### src/rtl/opsum_writeback_pkg.sv
// Shared encodings for the GLB-side controllers: the input feed controller and
// the opsum writeback responder.
package opsum_writeback_pkg;

  typedef enum logic [1:0] {
    FEED_IDLE,
    FEED_LOAD,
    FEED_SEND,
    FEED_DONE
  } feed_state_t;

  typedef enum logic [1:0] {
    OPSUM_WB_IDLE,
    OPSUM_WB_RECV,
    OPSUM_WB_FLUSH,
    OPSUM_WB_DONE
  } opsum_wb_state_t;

  localparam int unsigned GLB_WORD_BYTES = 4;
  localparam logic [3:0]  GLB_WE_ALL     = 4'b1111;
  localparam logic [3:0]  GLB_WE_NONE    = 4'b0000;

  // Byte address of word idx above base; wraps at 32 bits.
  function automatic logic [31:0] glb_word_addr(input logic [31:0] base,
                                                input logic [31:0] idx);
    return base + idx * GLB_WORD_BYTES;
  endfunction

endpackage

### src/rtl/opsum_writeback.sv
// GON responder: collects opsums from the PE array, optionally applies ReLU,
// and writes them to consecutive GLB words starting at a programmed base.
module opsum_writeback
  import opsum_writeback_pkg::*;
#(
  parameter int DATA_SIZE = 32,
  parameter int CNT_BITS  = 16
) (
  input  logic                 clk,
  input  logic                 rst,
  input  logic                 start,
  input  logic                 relu_en,
  input  logic [31:0]          opsum_baseaddr,
  input  logic [CNT_BITS-1:0]  num_words,
  output logic                 done,
  output logic                 busy,
  input  logic                 GLB_opsum_valid,
  output logic                 GLB_opsum_ready,
  input  logic [DATA_SIZE-1:0] PE_data_out,
  output logic [3:0]           glb_we,
  output logic [31:0]          glb_w_addr,
  output logic [DATA_SIZE-1:0] glb_w_data
);

  opsum_wb_state_t      state_reg;
  logic [CNT_BITS-1:0]  recv_cnt_reg;
  logic [CNT_BITS-1:0]  num_words_reg;
  logic [31:0]          base_reg;
  logic                 relu_reg;
  logic                 ready_reg;
  logic                 busy_reg;
  logic                 done_reg;
  logic [3:0]           we_reg;
  logic [31:0]          addr_reg;
  logic [DATA_SIZE-1:0] data_reg;

  logic                 handshake;
  logic                 last_word;
  logic [DATA_SIZE-1:0] relu_data;

  assign handshake = GLB_opsum_valid && ready_reg;
  assign last_word = (recv_cnt_reg + CNT_BITS'(1)) == num_words_reg;
  assign relu_data = (relu_reg && PE_data_out[DATA_SIZE-1]) ? '0 : PE_data_out;

  // Ready is a flop that mirrors the RECV state, so it never depends on valid.
  always_ff @(posedge clk or posedge rst) begin
    if (rst) begin
      state_reg     <= OPSUM_WB_IDLE;
      recv_cnt_reg  <= '0;
      num_words_reg <= '0;
      base_reg      <= '0;
      relu_reg      <= 1'b0;
      ready_reg     <= 1'b0;
      busy_reg      <= 1'b0;
      done_reg      <= 1'b0;
      we_reg        <= GLB_WE_NONE;
      addr_reg      <= '0;
      data_reg      <= '0;
    end else begin
      we_reg   <= GLB_WE_NONE;
      done_reg <= 1'b0;

      if (handshake) begin
        we_reg       <= GLB_WE_ALL;
        addr_reg     <= glb_word_addr(base_reg, 32'(recv_cnt_reg));
        data_reg     <= relu_data;
        recv_cnt_reg <= recv_cnt_reg + CNT_BITS'(1);
      end

      case (state_reg)
        OPSUM_WB_IDLE: begin
          if (start) begin
            base_reg      <= opsum_baseaddr;
            num_words_reg <= num_words;
            relu_reg      <= relu_en;
            recv_cnt_reg  <= '0;
            if (num_words == '0) begin
              state_reg <= OPSUM_WB_DONE;
              done_reg  <= 1'b1;
            end else begin
              state_reg <= OPSUM_WB_RECV;
              ready_reg <= 1'b1;
              busy_reg  <= 1'b1;
            end
          end
        end
        OPSUM_WB_RECV: begin
          if (handshake && last_word) begin
            state_reg <= OPSUM_WB_FLUSH;
            ready_reg <= 1'b0;
          end
        end
        OPSUM_WB_FLUSH: begin
          state_reg <= OPSUM_WB_DONE;
          done_reg  <= 1'b1;
          busy_reg  <= 1'b0;
        end
        OPSUM_WB_DONE: begin
          state_reg <= OPSUM_WB_IDLE;
        end
        default: begin
          state_reg <= OPSUM_WB_IDLE;
          ready_reg <= 1'b0;
          busy_reg  <= 1'b0;
        end
      endcase
    end
  end

  assign done            = done_reg;
  assign busy            = busy_reg;
  assign GLB_opsum_ready = ready_reg;
  assign glb_we          = we_reg;
  assign glb_w_addr      = addr_reg;
  assign glb_w_data      = data_reg;

endmodule

### config.mk
export PLATFORM = sky130hd
export DESIGN_NAME = opsum_writeback
export DESIGN_NICKNAME = d
export VERILOG_FILES = /design/src/rtl/opsum_writeback_pkg.sv /design/src/rtl/opsum_writeback.sv
export SDC_FILE = /design/constraint.sdc
export NUM_CORES = 1
export LEC_CHECK = 0
export BUFFER_PORTS_ARGS = -buffer_cell sky130_fd_sc_hd__buf_4
export CAP_MARGIN = 40
export CORE_MARGIN = 5
export CORE_UTILIZATION = 30
export CTS_BUF_LIST = sky130_fd_sc_hd__clkbuf_2 sky130_fd_sc_hd__clkbuf_4 sky130_fd_sc_hd__clkbuf_8
export DETAILED_ROUTE_END_ITERATION = 7
export PLACE_DENSITY = 0.57
export SLEW_MARGIN = 20
export SYNTH_ARGS = -nofsm -noshare
export SYNTH_HDL_FRONTEND = slang
export SYNTH_SLANG_ARGS = --single-unit
### constraint.sdc
create_clock -name clk -period 10.28 [get_ports clk]
set_input_delay 0 -clock clk [delete_from_list [all_inputs] [get_ports clk]]
set_output_delay 0 -clock clk [all_outputs]
set_load 0.1 [all_outputs]
Yosys cells after proc, flatten, opt, wreduce, memory -nomap -nowiden
Cells that the tools add are included.

Output and inout bits: 71. Word-level logic and storage cells: 48. Input bits: 85. Register bits: 138.

Equal/unequal tests: 7. Muxes and demuxes: 17. Reduce and logical (&&, ||, !) cells: 11. Add/sub/neg operators: 2.

Operator list (number): two-way mux 16 bit (3); adder 32 x 18 -> 32 bit (1); two-way mux 32 bit (1); adder 16 x 1 -> 16 bit, second input constant (1); == test 16 bit (1); zero test 16 bit (1); case mux 2 bit (4 select lines) (1); two-way mux 2 bit (3); != test 2 bit, second input constant (3); case mux 1 bit (2 select lines) (3); two-way mux 1 bit (5); == test 2 bit, second input constant (2); two-way mux 4 bit (1); AND reduction 2 bit (2); AND reduction 4 bit (1); nonzero test 2 bit (2); logical AND 1 bit (3); AND reduction 3 bit (1); == test 2 x 1 -> 1 bit, second input constant (1); zero test 2 bit (1).

Depth between registers and ports, before layout
Depth after elaboration: 5. Depth in mapped cells: 9. Gate-level depth less buffers: 9.

Worst setup path after synthesis
No wires, ideal clock.

Path type: register -> register. From: register recv_cnt_reg[0]. To: register addr_reg[22], in the netlist glb_w_addr[22]. Stages on the path, launching flop included: 10. Clock period less this slack: 2684 ps. Setup time: 132 ps. Data arrival time: 2552 ps. Data required time: 10148 ps. Path buffers: 0. Path slack: 7596 ps. Cell sequence: dfrtp_1 ha_1 fa_1 a21o_1 a31o_2 a211oi_1 o2111ai_1 nand4_1 xor2_1 o21ai_1.

Cells in the longest elaborated chain, start to end: 1.

Ends and longest elaborated chain: start: declaration (line opsum_writeback.sv:26) `logic [CNT_BITS-1:0] recv_cnt_reg;`; start signal: assignment (line opsum_writeback.sv:67) `recv_cnt_reg <= recv_cnt_reg + CNT_BITS'(1);`; adder 32 x 18 -> 32 bit (line opsum_writeback_pkg.sv:26) `return base + idx * GLB_WORD_BYTES;`; end signal: assignment (line opsum_writeback.sv:65) `addr_reg <= glb_word_addr(base_reg, 32'(recv_cnt_reg));`; end: declaration (line opsum_writeback.sv:34) `logic [31:0] addr_reg;`.

No other way between the ends. A chain may end at the register's enable or synchronous reset.

Worst setup path in the final report
From: register recv_cnt_reg[0]. To: register addr_reg[24], in the netlist glb_w_addr[24].

Same word-level chain as after synthesis.

==> flow_metrics.tcl <==
set metrics [dict create \
    status "completed" \
    dr.pass1.iters 5 \
    vias 5951 \
    drc 0 \
    peakVddDrop_uv 99.6 \
    nFillCells 2241 \
    cts_tree "yes" \
    tns_ns 0 \
    drive_gt1_share_pct 20.5 \
    initialDrtViolationCount 371 \
    stdcell_count 1256 \
    worst_pin_slew_ns 0.778 \
    min_period_ns 3.33 \
    yosys-top-cells-area "dfrtp_1, nand2_1, xnor2_1, a22o_1, ha_1" \
    syn_nets 842 \
    p_per_area_nw_per_um2 276 \
    dpl.hpwl_um 13200 \
    cts_buffers 17 \
    netlist.top_cell.by_area "dfrtp_1" \
    synth-async-reset-ratio_pct 100 \
    portBuffers 155 \
    min_path_type "in2reg" \
    die_h_um 160 \
    ioPinCount 156 \
    end_kind "flip-flop" \
    worst-path-max-fanout 7 \
    fin_ws_ns 6.95 \
    setup_viol 0 \
    place_ws_ns 7.02 \
    gp_congestion 0.847 \
    grt_start_max_net_pins 72 \
    clockBufferDepth 2 \
    clk_latency_ns 0.44 \
    die_w_um 160 \
    timing_hold_violations_final 0 \
    synth_area_um2 6770 \
    critical_path_class "reg2reg" \
    dp.cells 1143 \
    avgRoutedWirePerCell_um 14.9 \
    critPathRequiredTime_ns 10.60 \
    post_cts_buffers 0 \
    final_antenna_net_count 0 \
    synth-seq-cells 135 \
    ys_seq_area_share_pct 49.9 \
    grt_pass1_vias 5982 \
    regArea_um2 3380 \
    synth_cells 735 \
    synth.distinct_cells 57 \
    clk_pin_slew_ns 0.07 \
    rows 55 \
    ys_warn_count 0 \
    synth-edff-count 0 \
    max_cap_viol_count 0 \
    grt_antenna_before_repair 0 \
    slowest_delay_ns 0.55 \
    die_area_um2 25700 \
    skew_ns 0.00853 \
    final_area_um2 9450 \
    cp_slowest_cell "a211oi_1" \
    yosysTopAreaCellShare_pct 49.9 \
    synthFlopType "dfrtp_1" \
    yosysMostFrequentCell "nand2_1" \
    grt_usage_pct 14.8 \
    finalWirelength_um 18700 \
    yosys-top-cells-count "nand2_1, dfrtp_1, o21ai_1, xnor2_1, a22o_1" \
    r2r_cells 9 \
    timing.final.crit_share_pct 32.4 \
    htree_levels 4 \
    area_growth_pct 39.4 \
    arrival_ns 3.65 \
    nets 1067 \
    multi_input_area_um2 3180 \
    rsz0062_at_grt "false" \
    insertedDiodeCount 0 \
    worst_slew_margin_rel_pct 48.1 \
    grt_pass1_wl_um 31200 \
    placed_cell_area_um2 8210 \
    gr-total-overflow 0 \
    leakage_nw 4.55 \
    vias_per_cell 4.74 \
    initial_utilization_pct 30.2 \
    root_buffer "clkbuf_8" \
    start_kind "flip-flop" \
    drv_slew 0 \
    cts.sinks 135 \
    crit_chain "ha_1 > fa_1 > a21o_1 > a31o_2 > a211oi_1 > o2111ai_1 > nand4_1 > xor2_1 > o21ai_1" \
    avgSynthCellArea_um2 9.22 \
    hold_depth 4 \
    fp.coreArea_um2 22400 \
    fmaxAchievable_mhz 300 \
]
[cell usage in the layout (no fill, tap or decap), types with 3 or more instances in the layout]
cell,instances
nand2_1,217
buf_4,160
dfrtp_1,135
dlygate4sd3_1,83
xnor2_1,32
o21ai_1,32
a22o_1,31
a21oi_1,28
xor2_1,27
nor2_1,26
ha_1,21
clkbuf_8,19
nand4_1,17
inv_1,16
nand3_1,14
a21o_1,8
and3_1,7
nor3_1,7
nor4_1,7
o21ai_0,6
or3_1,5
a211oi_1,4
o31ai_1,4
a21boi_1,4
clkinv_2,4
o21bai_1,3
nand2b_1,3
bufinv_16,3
[where the power goes]
part | internal (W) | switching [W]
sequential | 0.000709 | 0.000139
clock | 0.000254 | 0.000201
combinational | 0.000368 | 0.000935
total | 0.00133 | 0.00128
[metrics by stage]
stage / hold slack (ns) / power [W] / utilization (%)
final: 0.125 / 0.00261 / 42.1
after global routing: 0.127 / 0.00277 / 42.1
after CTS: 0.0900 / 0.00263 / 42.1
after detailed placement: 0.153 / 0.00215 / 36.6
after global placement: 0.151 / 0.00213 / 36.5
after floorplan: 0.105 / 0.00184 / -
[area by class of cell]
| cell class | count | area share (%) |
|---|---|---|
| Tap cell | 285 | 3.78 |
| Sequential cell | 135 | 35.8 |
| Timing Repair Buffer | 244 | 21.7 |
| Multi-Input combinational cell | 544 | 33.7 |
| Inverter | 18 | 0.768 |
| Clock inverter | 9 | 1.34 |
| Clock buffer | 21 | 2.93 |
[cells by family after synthesis]
kind of cell    synth area share, %
compound gates                 14.3
xor+xnor                       7.63
mux                           0.296
simple gates                   20.4
flops                          49.9
fa+ha+maj                      4.17
buf+inv                        3.32
[worst paths after layout]
kind	endpoint	startpoint	slack, ns
hold / removal	glb_w_addr[23]$_DFFE_PP0P_	GLB_opsum_valid	0.13
max in group asynchronous	recv_cnt_reg[10]$_DFF_PP0_	rst	8.97
setup reg to reg	glb_w_addr[24]$_DFFE_PP0P_	recv_cnt_reg[0]$_DFF_PP0_	6.95
setup / recovery	glb_w_addr[24]$_DFFE_PP0P_	recv_cnt_reg[0]$_DFF_PP0_	6.95
min in group asynchronous	glb_w_data[27]$_DFFE_PP0P_	rst	0.23
hold reg to reg	glb_w_addr[0]$_DFFE_PP0P_	base_reg[0]$_DFFE_PP0P_	0.47
[layer usage]
layer / GRT usage [%] / routed length [um] / up-vias / part of all wire (%)
li1: - / - / 2979 / -
met1: 19.8 / 8660 / 2762 / 46
met2: 23.5 / 8670 / 182 / 46
met3: 3.54 / 974 / 28 / 5.2
met4: 5.04 / 353 / 0 / 1.9
met5: 0 / 0 / - / 0
[critical path: cells and delay by family (launching register included)]
family          cells  cell delay [ns]
compound gates      5             1.59
xor+xnor            1             0.17
fa+ha+maj           2             0.69
flops               1             0.48
simple gates        1             0.27
[what timing repair did]
item,CTS,global route
resized for setup,0,0
endpoints found under the hold margin,154,0
hold buffers,83,0
No activity file was read; power rests on OpenSTA's default activity.
